**src/rtl/snow_pkg.sv**
```systemverilog
// Shared types and constants for the snowflake painter.
package snow_pkg;

    localparam int CORDW_DEF = 10;

    typedef logic [CORDW_DEF-1:0] coord_t;

    typedef enum logic [0:0] {
        IDLE,
        UPDATE
    } state_t;

    localparam logic [15:0] LFSR_TAPS   = 16'hB400;
    localparam logic [3:0]  SNOW_COLOUR = 4'hF;

endpackage

```
**src/rtl/lfsr16.sv**
```systemverilog
// 16-bit right-shifting Galois LFSR; reset loads the seed, steps once per enabled cycle.
module lfsr16
    import snow_pkg::*;
(
    input  logic        clk,
    input  logic        rst,
    input  logic        en,
    input  logic [15:0] seed,
    output logic [15:0] q
);

    logic [15:0] q_d;

    always_comb begin
        q_d = q;
        if (en) begin
            q_d = {1'b0, q[15:1]} ^ (q[0] ? LFSR_TAPS : 16'h0000);
        end
    end

    always_ff @(posedge clk or posedge rst) begin
        if (rst) begin
            q <= seed;
        end else begin
            q <= q_d;
        end
    end

endmodule

```
**src/rtl/snow_flakes.sv**
```systemverilog
// Composites N falling snowflakes over the background and moves them once per frame.
// Optional sideways drift on non-respawn updates is enabled by defining SNOW_DRIFT_EN.
module snow_flakes
    import snow_pkg::*;
#(
    parameter int unsigned CORDW    = 10,
    parameter int unsigned H_RES    = 640,
    parameter int unsigned V_RES    = 480,
    parameter int unsigned N_FLAKES = 16,
    parameter int unsigned FLAKE_SZ = 2,
    parameter logic [15:0] SEED     = 16'hACE1
) (
    input  logic             clk_pix,
    input  logic             rst_pix,
    input  logic             frame,
    input  logic [CORDW-1:0] sx,
    input  logic [CORDW-1:0] sy,
    input  logic             de,
    input  logic [3:0]       bg_r,
    input  logic [3:0]       bg_g,
    input  logic [3:0]       bg_b,
    output logic [3:0]       paint_r,
    output logic [3:0]       paint_g,
    output logic [3:0]       paint_b,
    output logic             busy
);

    localparam int unsigned IDXW = (N_FLAKES > 1) ? $clog2(N_FLAKES) : 1;
    localparam logic [IDXW-1:0]  LAST  = IDXW'(N_FLAKES - 1);
    localparam logic [CORDW:0]   V_W   = (CORDW+1)'(V_RES);
    localparam logic [CORDW:0]   FS_W  = (CORDW+1)'(FLAKE_SZ);
    localparam logic [CORDW:0]   X_OFF = (CORDW+1)'((H_RES - 512) / 2);
    localparam logic [CORDW:0]   ONE_W = (CORDW+1)'(1);
`ifdef SNOW_DRIFT_EN
    localparam logic [CORDW-1:0] H_MAX = CORDW'(H_RES - 1);
    localparam logic [CORDW-1:0] ONE   = CORDW'(1);
`endif

    function automatic logic [CORDW-1:0] x_init(int unsigned i);
        return CORDW'(i * (H_RES / N_FLAKES) + H_RES / (2 * N_FLAKES));
    endfunction

    function automatic logic [CORDW-1:0] y_init(int unsigned i);
        return CORDW'(i * (V_RES / N_FLAKES));
    endfunction

    state_t            state_q, state_d;
    logic [IDXW-1:0]   idx_q, idx_d;
    logic [15:0]       lfsr_q;
    logic [CORDW-1:0]  x_q [N_FLAKES];
    logic [CORDW-1:0]  y_q [N_FLAKES];
    logic [CORDW-1:0]  upd_x, upd_y;
    logic [CORDW:0]    y_n, x_spawn;
    logic              hit;
    logic [11:0]       paint_q, paint_d;
    logic              unused_lfsr;

    assign unused_lfsr = ^{lfsr_q[15:9], lfsr_q[1:0]};

    lfsr16 u_lfsr (
        .clk  (clk_pix),
        .rst  (rst_pix),
        .en   (busy),
        .seed (SEED),
        .q    (lfsr_q)
    );

    always_ff @(posedge clk_pix or posedge rst_pix) begin
        if (rst_pix) begin
            state_q <= IDLE;
            idx_q   <= '0;
        end else begin
            state_q <= state_d;
            idx_q   <= idx_d;
        end
    end

    // A frame pulse while UPDATE is running falls through unused.
    always_comb begin
        state_d = state_q;
        idx_d   = idx_q;
        unique case (state_q)
            IDLE: begin
                if (frame) begin
                    state_d = UPDATE;
                    idx_d   = '0;
                end
            end
            UPDATE: begin
                idx_d = idx_q + 1'b1;
                if (idx_q == LAST) begin
                    state_d = IDLE;
                    idx_d   = '0;
                end
            end
            default: state_d = IDLE;
        endcase
    end

    always_comb begin
        busy = (state_q == UPDATE);
    end

    always_comb begin
        y_n     = {1'b0, y_q[idx_q]} + ONE_W + (CORDW+1)'(lfsr_q[2]);
        x_spawn = (CORDW+1)'(lfsr_q[8:0]) + X_OFF;
        upd_x   = x_q[idx_q];
        upd_y   = y_n[CORDW-1:0];
        if (y_n >= V_W) begin
            upd_y = '0;
            upd_x = x_spawn[CORDW-1:0];
        end else begin
`ifdef SNOW_DRIFT_EN
            if (lfsr_q[1:0] == 2'b00) begin
                upd_x = (x_q[idx_q] == '0) ? H_MAX : x_q[idx_q] - ONE;
            end else if (lfsr_q[1:0] == 2'b01) begin
                upd_x = (x_q[idx_q] == H_MAX) ? '0 : x_q[idx_q] + ONE;
            end
`endif
        end
    end

    always_ff @(posedge clk_pix or posedge rst_pix) begin
        if (rst_pix) begin
            for (int i = 0; i < N_FLAKES; i++) begin
                x_q[i] <= x_init(i);
                y_q[i] <= y_init(i);
            end
        end else if (busy) begin
            x_q[idx_q] <= upd_x;
            y_q[idx_q] <= upd_y;
        end
    end

    always_comb begin
        logic [CORDW:0] dx, dy;
        hit = 1'b0;
        for (int i = 0; i < N_FLAKES; i++) begin
            dx = {1'b0, sx} - {1'b0, x_q[i]};
            dy = {1'b0, sy} - {1'b0, y_q[i]};
            if (sx >= x_q[i] && dx < FS_W && sy >= y_q[i] && dy < FS_W) begin
                hit = 1'b1;
            end
        end
    end

    always_comb begin
        paint_d = '0;
        if (de) begin
            paint_d = hit ? {SNOW_COLOUR, SNOW_COLOUR, SNOW_COLOUR} : {bg_r, bg_g, bg_b};
        end
    end

    always_ff @(posedge clk_pix or posedge rst_pix) begin
        if (rst_pix) begin
            paint_q <= '0;
        end else begin
            paint_q <= paint_d;
        end
    end

    assign paint_r = paint_q[11:8];
    assign paint_g = paint_q[7:4];
    assign paint_b = paint_q[3:0];

endmodule

```
**config.mk**
```make
export PLATFORM = sky130hd
export DESIGN_NAME = snow_flakes
export DESIGN_NICKNAME = d
export VERILOG_FILES = /design/src/rtl/snow_pkg.sv /design/src/rtl/lfsr16.sv /design/src/rtl/snow_flakes.sv
export SDC_FILE = /design/constraint.sdc
export NUM_CORES = 2
export LEC_CHECK = 0
export BUFFER_PORTS_ARGS = -buffer_cell sky130_fd_sc_hd__buf_2
export CAP_MARGIN = 20
export CORE_MARGIN = 2
export CORE_UTILIZATION = 55
export DETAILED_ROUTE_END_ITERATION = 10
export PLACE_DENSITY_LB_ADDON = 0.15
export SYNTH_ARGS = -nofsm -noshare
export SYNTH_HDL_FRONTEND = slang
export SYNTH_SLANG_ARGS = --single-unit
```
**constraint.sdc**
```tcl
create_clock -name clk_pix -period 12.4 [get_ports clk_pix]
set_input_delay 1.24 -clock clk_pix [delete_from_list [all_inputs] [get_ports clk_pix]]
set_output_delay 1.24 -clock clk_pix [all_outputs]
set_load 0.02 [all_outputs]
```
After elaboration in Yosys (flattened, before gate mapping)
Index checks and enable logic that the tools add are counted. W data, S select, Z words.

Add/subtract/negate cells: 36. Equal/unequal tests: 2. Mux-type cells: 37. Reduce and logical (&&, ||, !) cells: 49. Bitwise logic cells: 3. Order comparisons: 67.

Operators with widths (number): $lt A11 B2 Y1 const B (32); $sub A10 B10 Y11 (32); $bwmux W160 (2); $ge A10 B10 Y1 (32); $bmux W10 S4 (2); $mux W10 (7); $logic_and A1 B1 Y1 (49); $demux W10 S4 (1); $mux W12 (2); $mux W1 (18); $mux W16 (1); $xor A15 B16 Y16 (1); $add A10 B1 Y11 const B (1); $add A11 B1 Y11 (1); $ge A11 B9 Y1 const B (1); $add A9 B7 Y10 const B (1); $mux W4 (2); $pmux W4 S2 (1); $ge A5 B5 Y1 const B (1); $lt A5 B1 Y1 const B (1); $not A4 Y5 (1); $add A4 B1 Y4 const B (1); $eq A4 B4 Y1 const B (1); $ne A2 B2 Y1 const B (1); 2 further kinds (2).

Input port bits: 36. Register bits: 353. Word-level logic and storage cells: 230.

Longest topological paths before layout
Depth in word-level cells: 23. Mapped depth: 21.

Worst setup path before layout
Ideal clock, no wire load.

Path type: register to register. Start point: register idx_q[0]. End point: register x_q[118] in the netlist's numbering. Slack: 7.663 ns. Path buffers: 8. Period minus slack after synthesis: 4.737 ns. Required time: 12.271 ns. Arrival time: 4.608 ns. Setup time: 0.129 ns. Stages on the path, launching flop included: 22. Cell sequence: dfrtp_1 > buf_6 > buf_6 > buf_4 > buf_2 > clkbuf_1 > buf_2 > mux4_2 > mux4_2 > inv_1 > ha_1 > inv_1 > ha_1 > o21ai_1 > nor2_1 > nor2_1 > nor2_1 > a21oi_4 > buf_12 > mux2i_4 > buf_6 > o21ai_2.

Longest elaborated chain between the ends: 9. Elaborated cells between the ends (all ways): 17.

Ends and longest elaborated chain: from (decl) (RTL line snow_flakes.sv:48) `logic [IDXW-1:0] idx_q, idx_d;`; from (signal assigned) (RTL line snow_flakes.sv:74) `idx_q <= idx_d;`; $not A4 Y5 (implied by the code) (*) (RTL line snow_flakes.sv:105, snow_flakes.sv:107, snow_flakes.sv:130); $bmux W10 S4 (RTL line snow_flakes.sv:105) `y_n = {1'b0, y_q[idx_q]} + ONE_W + (CORDW+1)'(lfsr_q[2]);`; $mux W10 (implied by the code) (2 in a row) (RTL line snow_flakes.sv:105); $add A10 B1 Y11 (RTL line snow_flakes.sv:105); $add A11 B1 Y11 (RTL line snow_flakes.sv:105); $ge A11 B9 Y1 (RTL line snow_flakes.sv:109) `if (y_n >= V_W) begin`; $mux W10 (RTL line snow_flakes.sv:109); $bwmux W160 (*) (RTL line snow_flakes.sv:130) `x_q[idx_q] <= upd_x;`; to (signal, indexed assignment) (RTL line snow_flakes.sv:126) `x_q[i] <= x_init(i);`; to (signal, indexed assignment) (RTL line snow_flakes.sv:130); to (decl) (RTL line snow_flakes.sv:50) `logic [CORDW-1:0] x_q [N_FLAKES];`.

Mark *: on every way between the ends. The rest lies on a longest branch, timed or not. The select of a mux whose other input is x is not followed. A chain may end at the register's enable or synchronous reset.

Worst setup path in the final report
Start point: register idx_q[0]. End point: register x_q[27] in the netlist's numbering.

The elaborated chain is that of the path after synthesis.

==> summary.md <==
| Metric | Value |
|---|---|
| Status | `completed` |
| H-tree levels | `2` |
| WL met1 | `about 46 mm` |
| Setup TNS | `0 ps` |
| DRT Pass-1 Iters | `5` |
| CTS Buffer Depth | `3` |
| Kind of end point of the critical path | `flop` |
| GRT Total Usage | `38.68%` |
| DP HPWL | `between 70 and 80 mm` |
| Startpoint Class | `flop` |
| WL met3 | `about 11 mm` |
| Initial antenna violation count | `8` |
| CTS tree | `built` |
| Max Clock Freq | `162.2 MHz` |
| Slew Limit Fails | `0` |
| Hold_buf cts | `0` |
| Kind of critical path | `reg2reg` |
| Commonest cells in the netlist | `nand2_1, inv_1, ha_1` |
| Register area share after synthesis | `29.32%` |
| DR vias/cell | `~6.5` |
| Synth top area share | `18.02%` |
| CTS Sinks | `353` |
| Mapped Avg Cell Area | `approximately 9 um2` |
| Yosys cell types | `88` |
| Routability cong. | `approximately 0.97` |
| Drt drc | `0` |
| Total Nets Final | `3889` |
| Placed Cells | `4195` |
| CP required | `12800 ps` |
| Worst-path clk slew | `60 ps` |
| Fraction of registers with async set/reset | `100.0%` |
| Cell area after synthesis | `0.03069 mm2` |
| Initial DRC count | `between 2k and 3k` |
| Leakage | `13.03 nW` |
| Worst slew margin | `19.90%` |
| Post-Synthesis Cells | `3490` |
| Met2 Wirelength | `48.00 mm` |
| Largest net degree at the start of global routing | `roughly 140` |
| Drt wl/cell | `between 20 and 30 um` |
| Fillers | `4855` |
| Pwr/cell area | `144.6 mW/mm2` |
| Ys flop type | `dfrtp_1` |
| Layout cell share with drive strength beyond 1 | `13.39%` |
| Die width | `between 200 and 250 um` |
| Worst skew pair latency | `580 ps` |
| EDFF count, synth | `0` |
| RSZ-0062 raised after global routing | `no` |
| Area Overhead vs Synth | `7.729%` |
| Vias in the first global route | `approximately 26k` |
| Initial core utilization | `55.71%` |
| Actual slew at the worst max-slew pin | `approximately 1200 ps` |
| Synthesis-stage register bit count | `353` |
| Die area | `0.05771 mm2` |
| Clock Tree Root | `clkbuf_16` |
| Post-Syn Nets | `3885` |
| DR vias | `around 28k` |
| Hold Path Class | `reg2reg` |
| Grt ovf | `0` |
| Final Util | `approximately three fifths` |
| Final setup violation count | `0` |
| CTS buffer count | `40` |
| Post-synth top area cell | `dfrtp_1` |
| Final wirelength | `~110 mm` |
| Input/output buffers | `48` |
| Most numerous cell in the Yosys netlist | `nand2_1` |
| Chip height | `240.2 um` |
| Post-CTS sizing | `0` |
| Finished Layout Cells | `4275` |
| Io pins | `49` |
| Max layer used | `met5` |
| Yosys warns | `0` |
| # rows | `86` |
| Setup bufs post-CTS | `0` |
| Final ANT Viol Nets | `0` |
| Fin crit share | `49.72%` |
| First-pass GRT wire length | `164.7 mm` |
| Max VDD drop | `about 0.17 mV` |
| Crit path time final | `6165 ps` |
| CORE AREA | `0.05509 mm2` |
| Clock skew | `24.43 ps` |
| Top cells by area, synth | `dfrtp_1, ha_1, dfstp_2, mux4_2, o21ai_0` |
| Crit path max fanout | `49` |
| CP arrival | `about 6600 ps` |
| Final count of hold timing violations | `0` |
| Worst slack on hold paths | `474.5 ps` |
| Max Cap Violations | `0` |
==> worst max-delay path, cell delays in order, from the launching register on <==
cell and delay, ps:
dfrtp_4 1020, buf_4 720, mux4_2 600, mux4_2 470, inv_1 70, ha_1 190
inv_1 60, ha_1 190, o21ai_1 150, nor2_1 130, nor2_1 110, nor2_1 70
a21oi_4 840, mux2i_4 1060, o21ai_0 210
==> layout by cell type, fill, tap and decap left out, drive strengths merged, types with 38 or more instances in the layout <==
cell type,Yosys,layout
nor2,189,189
inv,381,381
mux4,98,98
a21oi,159,159
a21o,38,38
ha,327,327
a31oi,56,56
nand2b,67,67
nor2b,81,81
nand3,45,45
o21a,46,46
nor3,57,57
clkbuf,100,53
dfrtp,221,221
nand2,405,405
buf,32,94
xnor2,83,83
dfstp,132,132
o21ai,429,429
==> state kept, by name, indices dropped and copies added (netlist names) <==
name / count
y_q: 160
u_lfsr.q: 16
paint_q: 12
x_q: 160
idx_q: 4
busy: 1
==> report_power, final <==
part	switching (mW)	total [mW]	internal [mW]
Clock	0.523	1.28	0.760
Combinational	1.23	1.97	0.736
Sequential	0.217	1.53	1.32
==> logic make-up (layout without fill, tap and decap cells) <==
group | Yosys count | count (layout) | share of synthesized area (%)
flip-flops | 353 | 353 | 29.32
buffers and inverters | 513 | 547 | 6.767
AO/OA/AOI/OAI | 984 | 984 | 20.04
AND/OR/NAND/NOR | 1015 | 1015 | 15.78
XOR/XNOR | 115 | 115 | 3.281
adder cells (fa/ha/maj) | 359 | 359 | 15.42
other | 0 | 3 | 0
multiplexers | 151 | 151 | 9.400
==> worst paths after layout <==
| kind | endpoint | cells after the start | from | slack (ps) |
|---|---|---|---|---|
| worst max-delay path | x_q[27]$_DFFE_PP0P_ | 14 | idx_q[0]$_DFFE_PP0P_ | 6230 |
| worst min-delay path | x_q[43]$_DFFE_PP1P_ | 2 | x_q[43]$_DFFE_PP1P_ | 470 |
| worst max register to register | x_q[27]$_DFFE_PP0P_ | 14 | idx_q[0]$_DFFE_PP0P_ | 6230 |
| worst min register to register | x_q[43]$_DFFE_PP1P_ | 2 | x_q[43]$_DFFE_PP1P_ | 470 |
| max in group asynchronous | u_lfsr.q[14]$_DFFE_PP0P_ | 3 | rst_pix | 10130 |
| min in group asynchronous | x_q[25]$_DFFE_PP0P_ | 2 | rst_pix | 880 |
==> metrics by stage <==
| step | setup slack [ps] | instance area, um2 | total power [mW] |
|---|---|---|---|
| final | 6235 | 33070 | 4.782 |
| after CTS | 6151 | 32960 | 4.727 |
| after global placement | 5980 | 31560 | 3.399 |
| after floorplan | 1587 | 30690 | 2.897 |
| after global routing | 5916 | 33060 | 5.012 |
| after detailed placement | 5951 | 31560 | 3.447 |
==> metal layers <==
metal / GRT usage [%] / vias up
met4: 19.65 / 8
met2: 58.40 / 1352
met1: 52.85 / 13491
li1: - / 12518
met3: 7.784 / 306
met5: 0 / -
==> cell type report <==
| cell class | count | area [um2] | area share [%] |
|---|---|---|---|
| antenna | 3 | 7.507 | 0.02270 |
| inverter | 381 | 1438 | 4.348 |
| sequential | 353 | 9007 | 27.24 |
| clock buffer | 53 | 1151 | 3.481 |
| tap | 748 | 935.9 | 2.830 |
| clock inverter | 19 | 246.5 | 0.7454 |
| multi-input combinational | 2624 | 19630 | 59.37 |
| timing repair buffer | 94 | 649.4 | 1.964 |
Power figures use the tool's default switching activity.
